`src/rtl/bridge_pkg.sv`:
```
// bridge_pkg: shared state encoding, default slave address map and helpers for the bus bridge
package bridge_pkg;

    typedef enum logic [1:0] {
        IDLE   = 2'd0,
        ACCESS = 2'd1,
        DONE   = 2'd2
    } state_e;

    localparam logic [31:0] DM_LO   = 32'h0000_0000;
    localparam logic [31:0] DM_HI   = 32'h0000_2fff;
    localparam logic [31:0] TIM0_LO = 32'h0000_7f00;
    localparam logic [31:0] TIM0_HI = 32'h0000_7f0b;
    localparam logic [31:0] TIM1_LO = 32'h0000_7f10;
    localparam logic [31:0] TIM1_HI = 32'h0000_7f1b;

    // Index of the lowest set bit; 0 when nothing is set.
    function automatic logic [2:0] onehot_to_idx(input logic [7:0] oh);
        logic [2:0] idx;
        idx = '0;
        for (int i = 7; i >= 0; i--) begin
            if (oh[i]) idx = i[2:0];
        end
        return idx;
    endfunction

endpackage

```
`src/rtl/bridge_addr_decoder.sv`:
```
// bridge_addr_decoder: combinational address-range decode to a one-hot slave select
//   addr       in  ADDR_W  byte address to decode
//   hit_onehot out N_SLV   one-hot hit, lowest index wins on overlapping ranges
//   miss       out 1       no range contains addr
module bridge_addr_decoder
    import bridge_pkg::*;
#(
    parameter int N_SLV  = 3,
    parameter int ADDR_W = 32,
    parameter logic [N_SLV*ADDR_W-1:0] SLV_LO = {TIM1_LO, TIM0_LO, DM_LO},
    parameter logic [N_SLV*ADDR_W-1:0] SLV_HI = {TIM1_HI, TIM0_HI, DM_HI}
) (
    input  logic [ADDR_W-1:0] addr,
    output logic [N_SLV-1:0]  hit_onehot,
    output logic              miss
);

    logic [N_SLV-1:0] hit;

    for (genvar g = 0; g < N_SLV; g++) begin : g_cmp
        assign hit[g] = (addr >= SLV_LO[g*ADDR_W +: ADDR_W]) && (addr <= SLV_HI[g*ADDR_W +: ADDR_W]);
    end

    // Isolate the lowest set bit so overlapping ranges resolve to the lowest index.
    assign hit_onehot = hit & ~(hit - N_SLV'(1));
    assign miss       = ~|hit;

endmodule

```
`src/rtl/multi_slave_bus_bridge.sv`:
```
// multi_slave_bus_bridge: one-at-a-time CPU to N_SLV slave bridge with timeout error and irq synchronisers
//   clk, reset_n                          clock, asynchronous active-low reset
//   cpu_req/we/addr/wdata/be              CPU request, held until cpu_ready
//   cpu_ready/rdata/err                   one-cycle completion with registered read data and error
//   slv_sel/we/addr/wdata/be              one-hot select plus latched, broadcast access fields
//   slv_ready/rdata                       per-slave completion and packed read data
//   slv_irq -> irq_out                    raw interrupts through a two-flop synchroniser
module multi_slave_bus_bridge
    import bridge_pkg::*;
#(
    parameter int N_SLV  = 3,
    parameter int DATA_W = 32,
    parameter int ADDR_W = 32,
    parameter logic [N_SLV*ADDR_W-1:0] SLV_LO = {TIM1_LO, TIM0_LO, DM_LO},
    parameter logic [N_SLV*ADDR_W-1:0] SLV_HI = {TIM1_HI, TIM0_HI, DM_HI},
    parameter int TIMEOUT = 15
) (
    input  logic                    clk,
    input  logic                    reset_n,
    input  logic                    cpu_req,
    input  logic                    cpu_we,
    input  logic [ADDR_W-1:0]       cpu_addr,
    input  logic [DATA_W-1:0]       cpu_wdata,
    input  logic [DATA_W/8-1:0]     cpu_be,
    output logic                    cpu_ready,
    output logic [DATA_W-1:0]       cpu_rdata,
    output logic                    cpu_err,
    output logic [N_SLV-1:0]        slv_sel,
    output logic                    slv_we,
    output logic [ADDR_W-1:0]       slv_addr,
    output logic [DATA_W-1:0]       slv_wdata,
    output logic [DATA_W/8-1:0]     slv_be,
    input  logic [N_SLV-1:0]        slv_ready,
    input  logic [N_SLV*DATA_W-1:0] slv_rdata,
    input  logic [N_SLV-1:0]        slv_irq,
    output logic [N_SLV-1:0]        irq_out
);

    state_e              state_q, state_d;
    logic [7:0]          cnt_q, cnt_d;
    logic [N_SLV-1:0]    sel_q, sel_d;
    logic                we_q, we_d;
    logic [ADDR_W-1:0]   addr_q, addr_d;
    logic [DATA_W-1:0]   wdata_q, wdata_d;
    logic [DATA_W/8-1:0] be_q, be_d;
    logic [DATA_W-1:0]   rdata_q, rdata_d;
    logic                err_q, err_d;
    logic [N_SLV-1:0]    irq_meta_q, irq_q;
    logic [N_SLV-1:0]    hit;
    logic                miss;
    logic                ack;
    logic [DATA_W-1:0]   rd_sel;

    bridge_addr_decoder #(
        .N_SLV (N_SLV),
        .ADDR_W(ADDR_W),
        .SLV_LO(SLV_LO),
        .SLV_HI(SLV_HI)
    ) u_dec (
        .addr      (cpu_addr),
        .hit_onehot(hit),
        .miss      (miss)
    );

    // Only the selected slave's ready counts; others are masked off.
    assign ack = |(slv_ready & sel_q);

    always_comb begin
        rd_sel = '0;
        for (int i = 0; i < N_SLV; i++) begin
            if (sel_q[i]) rd_sel = slv_rdata[i*DATA_W +: DATA_W];
        end
    end

    always_comb begin
        state_d = state_q;
        cnt_d   = cnt_q;
        sel_d   = sel_q;
        we_d    = we_q;
        addr_d  = addr_q;
        wdata_d = wdata_q;
        be_d    = be_q;
        rdata_d = rdata_q;
        err_d   = err_q;
        case (state_q)
            IDLE: begin
                if (cpu_req && miss) begin
                    state_d = DONE;
                    err_d   = 1'b1;
                    rdata_d = '0;
                end else if (cpu_req) begin
                    state_d = ACCESS;
                    sel_d   = hit;
                    we_d    = cpu_we;
                    addr_d  = cpu_addr;
                    wdata_d = cpu_wdata;
                    be_d    = cpu_be;
                    cnt_d   = '0;
                end
            end
            ACCESS: begin
                if (ack || cnt_q == 8'(TIMEOUT - 1)) begin
                    state_d = DONE;
                    err_d   = ~ack;
                    rdata_d = (ack && !we_q) ? rd_sel : '0;
                    sel_d   = '0;
                    we_d    = 1'b0;
                end else begin
                    cnt_d = cnt_q + 8'd1;
                end
            end
            default: state_d = IDLE;
        endcase
    end

    always_ff @(posedge clk or negedge reset_n) begin
        if (!reset_n) begin
            state_q    <= IDLE;
            cnt_q      <= '0;
            sel_q      <= '0;
            we_q       <= 1'b0;
            addr_q     <= '0;
            wdata_q    <= '0;
            be_q       <= '0;
            rdata_q    <= '0;
            err_q      <= 1'b0;
            irq_meta_q <= '0;
            irq_q      <= '0;
        end else begin
            state_q    <= state_d;
            cnt_q      <= cnt_d;
            sel_q      <= sel_d;
            we_q       <= we_d;
            addr_q     <= addr_d;
            wdata_q    <= wdata_d;
            be_q       <= be_d;
            rdata_q    <= rdata_d;
            err_q      <= err_d;
            irq_meta_q <= slv_irq;
            irq_q      <= irq_meta_q;
        end
    end

    // err is only meaningful alongside cpu_ready, so it is masked outside DONE.
    assign cpu_ready = (state_q == DONE);
    assign cpu_err   = err_q & cpu_ready;
    assign cpu_rdata = rdata_q;
    assign slv_sel   = sel_q;
    assign slv_we    = we_q;
    assign slv_addr  = addr_q;
    assign slv_wdata = wdata_q;
    assign slv_be    = be_q;
    assign irq_out   = irq_q;

endmodule

```
`config.mk`:
```
export PLATFORM = sky130hd
export DESIGN_NAME = multi_slave_bus_bridge
export DESIGN_NICKNAME = d
export VERILOG_FILES = /design/src/rtl/bridge_pkg.sv /design/src/rtl/bridge_addr_decoder.sv /design/src/rtl/multi_slave_bus_bridge.sv
export SDC_FILE = /design/constraint.sdc
export NUM_CORES = 1
export LEC_CHECK = 0
export BUFFER_PORTS_ARGS = -buffer_cell sky130_fd_sc_hd__buf_2
export CAP_MARGIN = 15
export CORE_ASPECT_RATIO = 0.75
export CORE_UTILIZATION = 34
export CTS_CLUSTER_SIZE = 40
export DETAILED_ROUTE_END_ITERATION = 7
export PLACE_DENSITY_LB_ADDON = 0.12
export SYNTH_ARGS = -nofsm -noshare
export SYNTH_HDL_FRONTEND = slang
export SYNTH_HIERARCHICAL = 1
export SYNTH_SLANG_ARGS = --single-unit
```
`constraint.sdc`:
```
create_clock -name clk -period 2.5 [get_ports clk]
set_input_delay 0.25 -clock clk [delete_from_list [all_inputs] [get_ports clk]]
set_output_delay 0.25 -clock clk [all_outputs]
set_load 0.03 [all_outputs]
```
# ---- After elaboration in Yosys (flattened, before gate mapping)
# Cells that the tools add are included.
dict set report totals {
  output_inout_bits 109
  input_bits 174
  ff_bits 121
  elab_cells 77
}
dict set report classes {
  n_bitwise 6
  n_mux 26
  eq_ne 9
  n_lt_le_gt_ge 6
  n_addsub 2
  reduce_logical 17
}
# operator count
set ops {}
lappend ops {{$mux W32} 6}
lappend ops {{$ge A32 B15 Y1 const B} 2}
lappend ops {{$le A32 B15 Y1 const B} 2}
lappend ops {{$pmux W32 S2} 1}
lappend ops {{$ge A32 B1 Y1 const B} 1}
lappend ops {{$le A32 B14 Y1 const B} 1}
lappend ops {{$mux W8} 3}
lappend ops {{$pmux W8 S2} 1}
lappend ops {{$ne A2 B2 Y1 const B} 5}
lappend ops {{$mux W3} 3}
lappend ops {{$add A8 B1 Y8 const B} 1}
lappend ops {{$eq A8 B4 Y1 const B} 1}
lappend ops {{$reduce_and A4 Y1} 2}
lappend ops {{$and A3 B3 Y3} 2}
lappend ops {{$mux W2} 3}
lappend ops {{$pmux W3 S2} 1}
lappend ops {{$reduce_and A3 Y1} 2}
lappend ops {{$reduce_or A3 Y1} 2}
lappend ops {{$logic_and A1 B1 Y1} 5}
lappend ops {{$mux W1} 5}
lappend ops {{$pmux W1 S2} 2}
lappend ops {{$pmux W2 S2} 1}
lappend ops {{$ne A3 B3 Y1 const B} 1}
lappend ops {{$not A3 Y3} 1}
lappend ops {{other kinds (10)} 12}

# ---- Longest topological paths before layout
# Gate-level depths: netlist of run 1.
dict set report depth {
  word_depth 8
  depth_mapped 9
}

# ---- Hierarchy
# The synthesis of run 1 kept the hierarchy.
# mod area_each_um2 cells_per_inst seq_area_each_um2 instances
set by_module_without_submodules {}
lappend by_module_without_submodules {multi_slave_bus_bridge 5196.2 561 3027.9 1}
lappend by_module_without_submodules {bridge_addr_decoder 161.4 23 0.0 1}

# ---- Worst setup path before layout of run 1
# OpenSTA, ideal clock, no wires.
dict set report synth_path {
  path_type {input to register}
  from {in cpu_addr[26]}
  to {reg sel_q[0], in the netlist slv_sel[0]}
  path_buffers 2
  cell_stages 9
  t_required_ns 2.417
  setup_slack_ns 0.490
  setup_ns 0.083
  t_arrival_ns 1.928
  path_cell_list {nor4_1 > nand4_1 > nor4_2 > o21ai_0 > nor4b_1 > clkbuf_1 > clkbuf_1 > nand2_1 > o21ai_0}
}
dict set report synth_between {
  word_cells_on_any_way 20
  classes_between {add/sub: 1; order compare: 6; eq/ne: 1; mux: 3; bitwise: 2; reduce/logical: 7}
}
# element line
set synth_lines {}
lappend synth_lines {{from (decl)} multi_slave_bus_bridge.sv:22} ;# input logic [ADDR_W-1:0] cpu_addr,
lappend synth_lines {{$ge A32 B1 Y1, or another cell as far along} bridge_addr_decoder.sv:21} ;# assign hit[g] = (addr >= SLV_LO[g*ADDR_W +: ADDR_W]) && (addr <= SLV_HI[g*ADDR_W +: ADDR_W]);
lappend synth_lines {{$logic_and A1 B1 Y1} bridge_addr_decoder.sv:21}
lappend synth_lines {{$reduce_or A3 Y1 *} bridge_addr_decoder.sv:26} ;# assign miss = ~|hit;
lappend synth_lines {{$logic_not A1 Y1 *} bridge_addr_decoder.sv:26}
lappend synth_lines {{via miss} multi_slave_bus_bridge.sv:50} ;# logic miss;
lappend synth_lines {{$logic_and A1 B1 Y1 *} multi_slave_bus_bridge.sv:87} ;# if (cpu_req && miss) begin
lappend synth_lines {{$ne A2 B2 Y1 (no line) *} -}
lappend synth_lines {{$reduce_and A4 Y1 (no line) *} -}
lappend synth_lines {{to (signal assigned)} multi_slave_bus_bridge.sv:132} ;# sel_q <= sel_d;
lappend synth_lines {{to (decl)} multi_slave_bus_bridge.sv:41} ;# logic [N_SLV-1:0] sel_q, sel_d;
# The timed path passes the listed nets; every way through them passes the cells marked *. The select of a mux whose other input is x is not followed.
# A chain may end at the register's enable or synchronous reset.

# ---- Worst setup path in the final report of run 1
dict set report layout_path {
  from {reg cnt_q[0]}
  to {reg rdata_q[27], in the netlist cpu_rdata[27]}
}
dict set report layout_between {
  elab_chain_cells 4
}
# element line
set layout_lines {}
lappend layout_lines {{from (decl)} multi_slave_bus_bridge.sv:40} ;# logic [7:0] cnt_q, cnt_d;
lappend layout_lines {{from (signal assigned)} multi_slave_bus_bridge.sv:131} ;# cnt_q <= cnt_d;
lappend layout_lines {{$eq A8 B4 Y1} multi_slave_bus_bridge.sv:102} ;# if (ack || cnt_q == 8'(TIMEOUT - 1)) begin
lappend layout_lines {{$logic_or A1 B1 Y1} multi_slave_bus_bridge.sv:102}
lappend layout_lines {{$ne A2 B2 Y1 (no line)} -}
lappend layout_lines {{$reduce_and A3 Y1 (no line)} -}
lappend layout_lines {{to (signal assigned)} multi_slave_bus_bridge.sv:137} ;# rdata_q <= rdata_d;
lappend layout_lines {{to (decl)} multi_slave_bus_bridge.sv:46} ;# logic [DATA_W-1:0] rdata_q, rdata_d;
# Every way passes these cells.

==> results of run 1 <==
==> power by group through the flow <==
stage	logic [mW]	registers, mW	clock network, mW
finish	0.245	1.97	2.51
detailed placement	0.245	2.00	0
global placement	0.242	2.00	0
floorplan	0.0380	2.01	0
CTS	0.251	1.97	2.57
global route	0.276	1.97	2.68
==> sequential cells by signal (all words and copies together) (netlist names) <==
signal,flops
state_q,2
slv_wdata,32
slv_sel,3
cpu_rdata,32
slv_be,4
slv_we,1
slv_addr,32
irq_meta_q,3
irq_out,3
err_q,1
cnt_q,8
==> layout by cell type (no fill, tap or decap), drive strengths merged, types with 4 or more instances in the layout <==
cell,netlist,routed
inv,4,6
dfrtp,121,121
dlygate4sd3,0,4
a22oi,31,31
a21oi,7,7
nor4,4,4
nand2,249,249
a21o,4,4
o21ai,42,42
a22o,32,32
buf,5,297
nand3,11,11
nand2b,4,4
clkinv,0,4
clkinvlp,0,5
clkbuf,32,18
nor2,4,4
==> final timing paths <==
kind	startpoint	end	slack, ns	depth (start not counted)
worst min register to register	irq_meta_q[2]	irq_out[2]	0.35	0
worst max-delay path	cnt_q[0]	cpu_rdata[27]	0.44	7
min in group asynchronous	reset_n	irq_out[0]	0.42	2
max in group asynchronous	reset_n	slv_addr[22]	1.38	3
worst max register to register	cnt_q[0]	cpu_rdata[27]	0.44	7
worst min-delay path	cpu_wdata[9]	slv_wdata[9]	0.03	3
==> layout make-up <==
cell class	count	area, sq um
clock inverter	14	172.7
fill	1514	7634
inverter	4	15.01
clock buffer	18	439.2
timing repair buffer	301	1629
tap	205	256.5
multi-input combinational	422	2147
sequential	121	3029
==> synthesized netlist by cell type <==
master,count,share of area [%]
mux2_2,1,0.21
nor3_1,3,0.28
nand2b_1,4,0.47
nor2_1,4,0.28
and4_1,2,0.33
buf_8,3,0.84
a222oi_1,1,0.19
a21o_1,4,0.56
and3_1,2,0.23
a21oi_1,7,0.65
inv_1,3,0.21
o21a_4,1,0.28
nand4bb_1,1,0.21
a22o_1,32,5.2
and2_1,1,0.12
nor2b_1,3,0.35
o211ai_1,2,0.28
xnor2_1,2,0.33
o21a_1,1,0.14
or3_1,2,0.23
ha_1,2,0.47
nand3b_1,1,0.14
buf_2,1,0.093
dfrtp_1,121,57
or3b_1,1,0.16
nor4_1,1,0.12
nand3_1,11,1.0
and3b_1,1,0.16
o22a_1,1,0.16
nand4_1,2,0.23
o22ai_1,1,0.12
clkbuf_1,32,2.2
and2_2,1,0.14
a211oi_1,1,0.14
o21ai_0,42,3.9
inv_2,1,0.070
nor4b_1,1,0.16
nand2_1,249,17
buf_6,1,0.21
a22oi_1,31,4.3
nor4_2,3,0.70
==> worst reg2reg max path, stage by stage, from the launching register on <==
cell and delay, ns:
dfrtp_1 0.42, inv_1 0.08, ha_1 0.15, or3b_1 0.37, o21a_1 0.24, o21a_4 0.27, buf_12 0.17, a22o_1 0.25
==> layer usage <==
metal / share of wire, % / routed length [um] / GRT usage, %
met3: 7.5 / 1154 / 7.490
met1: 46 / 7061 / 26.54
met5: 0 / 0 / 0
met4: 1.0 / 154 / 5.567
met2: 46 / 7075 / 30.43
==> kinds of logic (layout without fill, tap and decap cells) <==
logic type / Yosys count / in the layout / share of synthesized area (%)
adders and majority gates: 2 / 2 / 0.4670
DFF: 121 / 121 / 56.52
and+or+nand+nor: 293 / 293 / 22.79
xor gates and xnor gates: 2 / 2 / 0.3270
AOI/OAI and AO/OA: 124 / 124 / 16.02
buffers and inverters: 41 / 337 / 3.666
muxes: 1 / 1 / 0.2102
==> through the flow <==
step                      instances  instance area, sq um  total power [mW]  hold slack (ns)
after floorplan                 584                  5358             2.046         -0.04559
after global placement         1049                  7037             2.245           0.3349
after detailed placement       1049                  7037             2.248           0.3404
after CTS                      1085                  7689             4.792         0.009994
after global routing           1085                  7689             4.920          0.01003
final                          1085                  7689             4.725          0.03015
==> what timing repair did <==
item | 4_1_cts | 5_1_grt
hold buffers | 4 | 0
hold endpoints to repair | 54 | 0
endpoints found under the setup margin | 0 | 0
==> summary.md, run 1 <==
| Metric | Value |
|---|---|
| Drt via density | `4.748` |
| Clock power frac | `53.2%` |
| Post-CTS setup buffer count | `0` |
| Grt ovf | `0` |
| PostCTS Resize Cnt | `0` |
| Status | `complete, no violations` |
| Peak VDD IR | `0.0004081 V` |
| Die Area | `0.01627 sq mm` |
| Worst path cell trace | `inv_1 > ha_1 > or3b_1 > o21a_1 > o21a_4 > buf_12 > a22o_1` |
| Period utilization | `82.25%` |
| Pre-CTS setup slack | `0.08380 ns` |
| CTS tree | `yes` |
| Rows | `39` |
| Fin util | `50.18%` |
| Final WS setup | `0.4437 ns` |
| Slew HR | `52.70%` |
| Final Skew | `0.007472 ns` |
| Pin count of the biggest net entering global routing | `69` |
| Buffers and inverters on the worst path | `2` |
| Worst-Margin Slew | `0.7095 ns` |
| TritonRoute pass-1 iters | `6` |
| Netlist cell types | `41` |
| First-pass GRT wire length | `25,710 um` |
| Fin. Hold Viols | `0` |
| H-Tree Depth | `4` |
| DIE WIDTH | `147.0 um` |
| Mapped Cells | `584` |
| Int Pwr | `3.686 mW` |
| Worst hold path type | `in -> reg` |
| Switching power | `1.040 mW` |
| Pwr dens | `614.6 mW/mm^2` |
| Netlist Area Pre-Place | `0.005358 sq mm` |
| WS Path Type | `reg -> reg` |
| Final Max Tran Viols | `0` |
| Area of the core | `0.01532 sq mm` |
| ANT cells | `0` |
| Layout Area Growth over Synthesis | `43.51%` |
| Clock Tree Root | `clkbuf_16` |
| Crit path max fanout | `23` |
| Seq pwr share | `41.7%` |
| IO Pins | `283` |
| Initial antenna violation count | `0` |
| Post-synthesis register bit count | `121` |
| Routed WL | `15,450 um` |
| Routed via count | `5,152` |
| Crit path required time | `2.79 ns` |
| Post-Syn Area per Cell | `9.174 sq um` |
| Combinational power share | `5.2%` |
| Fin nets | `1,043` |
| Seq/Total Area, Yosys | `56.52%` |
| Final number of setup-violating endpoints | `0` |
| Wirelength per Cell | `14.24 um` |
| Vias in the first global route | `5,084` |
| DPL Wire Length | `11,220 um` |
| Initial Utilization | `34.97%` |
| Slowest CP cell | `dfrtp_1` |
| Post-DRT Antenna Nets | `0` |
| Clock Latency Late Sink | `0.41 ns` |
| 1st-iter DRT viols | `267` |
| GPL Wtd Cong | `0.8179` |
| Clk sink count | `121` |
| Synth Net Count | `760` |
| Remaining DRCs | `0` |
| PortBufs | `282` |
| Setup TNS | `0 ns` |
| Layout cells sized above 1 | `38.64%` |
| CP arrival | `2.35 ns` |
| Clock tree buffer depth | `2` |
| Max incr delay on CP | `0.42 ns` |
| Critical path's top delay family | `compound AO/OA/AOI/OAI gates` |
| Sw frac | `22.00%` |
| Final min period | `2.056 ns` |
| Die H | `110.7 um` |
| Total GRT Usage | `19.97%` |
| Clock-pin slew on the worst setup and hold paths | `0.06 ns` |
| Max Freq | `486.3 MHz` |
| RSZ-0062 raised after global routing | `no` |
| Synth Warn # | `6` |
| Lkg Pwr | `4.300 nW` |
| Crit end category | `flop` |
| Max cap viols | `0` |
| Cts bufs inserted | `17` |
| Crit start category | `flop` |
Note: power is estimated with default switching activity, not from simulation.
==> run 2, diff against run 1 <==
- clock period: 2.5 -> 1.85 ns (I/O delays scaled with it)
==> summary.md, run 2 (synthesis results as in run 1) <==
| Metric | Value |
|---|---|
| Status | `complete, but fails checks` |
| DPL Wire Length | `11,670 um (+4.1%)` |
| Failing checks | `setup timing` |
| Remaining DRCs | `0 (unchanged)` |
| 1st-iter DRT viols | `259 (-3.0%)` |
| Die H | `110.7 um (unchanged)` |
| Final WS setup | `-0.05031 ns (-0.4941 ns)` |
| Clock tree buffer depth | `2 (unchanged)` |
| Critical path's most frequent cell | `o21a_4` |
| First-pass GRT wire length | `27,060 um (+5.3%)` |
| Wirelength per Cell | `14.69 um (+3.2%)` |
| Crit end category | `flop` |
| Clk sink count | `121 (unchanged)` |
| Switching power | `1.443 mW (+39%)` |
| Clock Tree Root | `clkbuf_16` |
| Pwr dens | `747.6 mW/mm^2 (+22%)` |
| Pre-CTS setup slack | `-0.5828 ns (-0.6666 ns)` |
| Worst-Margin Slew | `0.7277 ns (+0.01822 ns)` |
| Final Power | `6.571 mW (+39%)` |
| Crit path max fanout | `16 (-30%)` |
| Sequential cell area | `0.003029 sq mm (unchanged)` |
| Slowest CP cell | `or3b_4` |
| Cts bufs inserted | `17 (unchanged)` |
| Period utilization | `102.7% (+20 points)` |
| WS Path Type | `reg -> reg` |
| Reg2Reg Setup Slack | `-0.05 ns (-0.49 ns)` |
| Area of the core | `0.01532 sq mm (unchanged)` |
| Int Pwr | `5.128 mW (+39%)` |
| Crit path required time | `2.14 ns (-0.65 ns)` |
| CP arrival | `2.19 ns (-0.16 ns)` |
| Critical path's top delay family | `compound AO/OA/AOI/OAI gates` |
| Most frequent cells in the layout | `buf_2 (277), nand2_1 (229), dfrtp_1 (120), dlygate4sd3_1 (53), buf_4 (41)` |
| Worst r2r src | `cnt_q[0]` |
| Crit start category | `flop` |
| Routed via count | `5,583 (+8.4%)` |
| DIE WIDTH | `147.0 um (unchanged)` |
| Die Area | `0.01627 sq mm (unchanged)` |
| Area after DPL | `0.007307 sq mm (+3.8%)` |
| Fin nets | `1,132 (+8.5%)` |
| Drt via density | `4.756 (+0.15%)` |
| Clock-pin slew on the worst setup and hold paths | `0.06 ns (about the same)` |
| Lkg Pwr | `4.849 nW (+13%)` |
| Total GRT Usage | `20.81% (+0.84 points)` |
| Layout Area Growth over Synthesis | `64.06%` |
| Clock power frac | `52.4% (-0.8 points)` |
| Area of the multi-input gates | `0.002310 sq mm (+7.6%)` |
| Combinational power share | `7.2% (+2.0 points)` |
| Seq pwr share | `40.5% (-1.2 points)` |
| Final Skew | `0.007780 ns (+0.0003080 ns)` |
| ANT cells | `0 (unchanged)` |
| Fin. Hold Viols | `0 (unchanged)` |
| GPL Wtd Cong | `0.8200 (+0.26%)` |
| Final number of setup-violating endpoints | `31 (+31)` |
| FILL cells | `1,399 (-7.6%)` |
| Final Max Tran Viols | `0 (unchanged)` |
| Worst path cell trace | `inv_1 > ha_1 > or3b_4 > o21a_4 > o21a_4 > buf_12 > a22o_1` |
| H-Tree Depth | `4 (unchanged)` |
| Setup crit start | `cnt_q[0]` |
| Max Freq | `526.2 MHz (+8.2%)` |
| Initial Utilization | `34.97% (unchanged)` |
| Sw frac | `21.95% (-0.049 points)` |
| Slew HR | `51.39% (-1.3 points)` |
| Max incr delay on CP | `0.38 ns (-0.04 ns)` |
| TritonRoute pass-1 iters | `5 (-1)` |
| HP Start | `cpu_addr[19]` |
| Buffers and inverters on the worst path | `2 (unchanged)` |
| Post-DRT Antenna Nets | `0 (unchanged)` |
| CTS tree | `yes` |
| Routed WL | `17,240 um (+12%)` |
| IO Pins | `283 (unchanged)` |
| Clock Latency Late Sink | `0.41 ns (about the same)` |
| Pin count of the biggest net entering global routing | `69 (unchanged)` |
| Grt ovf | `0 (unchanged)` |
| PortBufs | `282 (unchanged)` |
| Final min period | `1.900 ns (-0.1559 ns)` |
| Worst hold path type | `in -> reg` |
| Initial antenna violation count | `0 (unchanged)` |
| RSZ-0062 raised after global routing | `yes` |
| Layout cells sized above 1 | `41.90% (+3.3 points)` |
| Commonest non-fill, non-tap cell in the layout | `buf_2` |
| Peak VDD IR | `0.0004988 V (+22%)` |
| Rows | `39 (unchanged)` |
| Max cap viols | `0 (unchanged)` |
| Vias in the first global route | `5,462 (+7.4%)` |
| Fin area | `0.008790 sq mm (+14%)` |
## run 2: changes by cell type in the layout (fill, tap and decap cells not counted), moves of 2 or more
cell / delta
buf_12: +3
buf_2: -4
buf_4: +30
buf_6: +6
buf_8: +2
clkbuf_16: +3
dlygate4sd3_1: +49
nand2_1: -20
nand2_2: +10
nand2_4: +10
nor4_2: -2
nor4_4: +3
o21ai_0: -2
## run 2: area by class of cell
class                           count  share of cell area (%)
Timing Repair Buffer              390                   29.10
Tap cell                          205                   2.918
Inverter                            4                  0.1708
Multi-Input combinational cell    422                   26.28
Sequential cell                   121                   34.46
Clock inverter                     13                   1.922
Clock buffer                       19                   5.153
## run 2: stage by stage
| stage | hold slack (ns) | TNS [ns] | instances | utilization, % |
|---|---|---|---|---|
| 3_5_place_dp | 0.1456 | -52.16 | 1080 | 47.69 |
| 6_report | 0.02208 | -1.054 | 1174 | 57.37 |
| 4_1_cts | 0.0006082 | -1.124 | 1165 | 55.34 |
| 5_1_grt | 0.02095 | -3.370 | 1174 | 57.37 |
| 2_1_floorplan | -0.1106 | -0.3734 | 584 | - |
| 3_3_place_gp | 0.1393 | -41.83 | 1080 | 47.69 |
## run 2: timing repair
item,4_1_cts,5_1_grt
setup buffers,1,4
pin swaps,2,10
endpoints found under the setup margin,110,109
hold endpoints to repair,77,1
hold buffers,52,1
cloned,0,4
gates resized for setup,5,51
## run 2: worst min-delay path, delay by kind of cell
kind / cells / cell delay, ns
simple gates: 2 / 0.10
buf+inv: 1 / 0.11
## run 2: final timing paths
check	end	cells past startpoint
worst max-delay path	cpu_rdata[12]	7
worst min-delay path	slv_addr[19]	3
worst max register to register	cpu_rdata[12]	7
worst min register to register	irq_out[1]	0
max in group asynchronous	slv_addr[26]	3
min in group asynchronous	irq_out[1]	2
## run 2: metal layers
metal	vias to the layer above	routed length, um	GRT usage [%]
met4	0	206	5.773
met5	-	0	0
li1	2723	-	-
met1	2660	7490	26.79
met3	18	938	4.979
met2	182	8609	34.91
## run 2: power by group through the flow
stage / Sequential, mW / Combinational [mW] / Clock [mW]
2_1_floorplan: 2.71 / 0.0513 / 0
3_3_place_gp: 2.71 / 0.363 / 0
3_5_place_dp: 2.71 / 0.366 / 0
4_1_cts: 2.66 / 0.454 / 3.52
5_1_grt: 2.66 / 0.516 / 3.64
6_report: 2.66 / 0.471 / 3.44
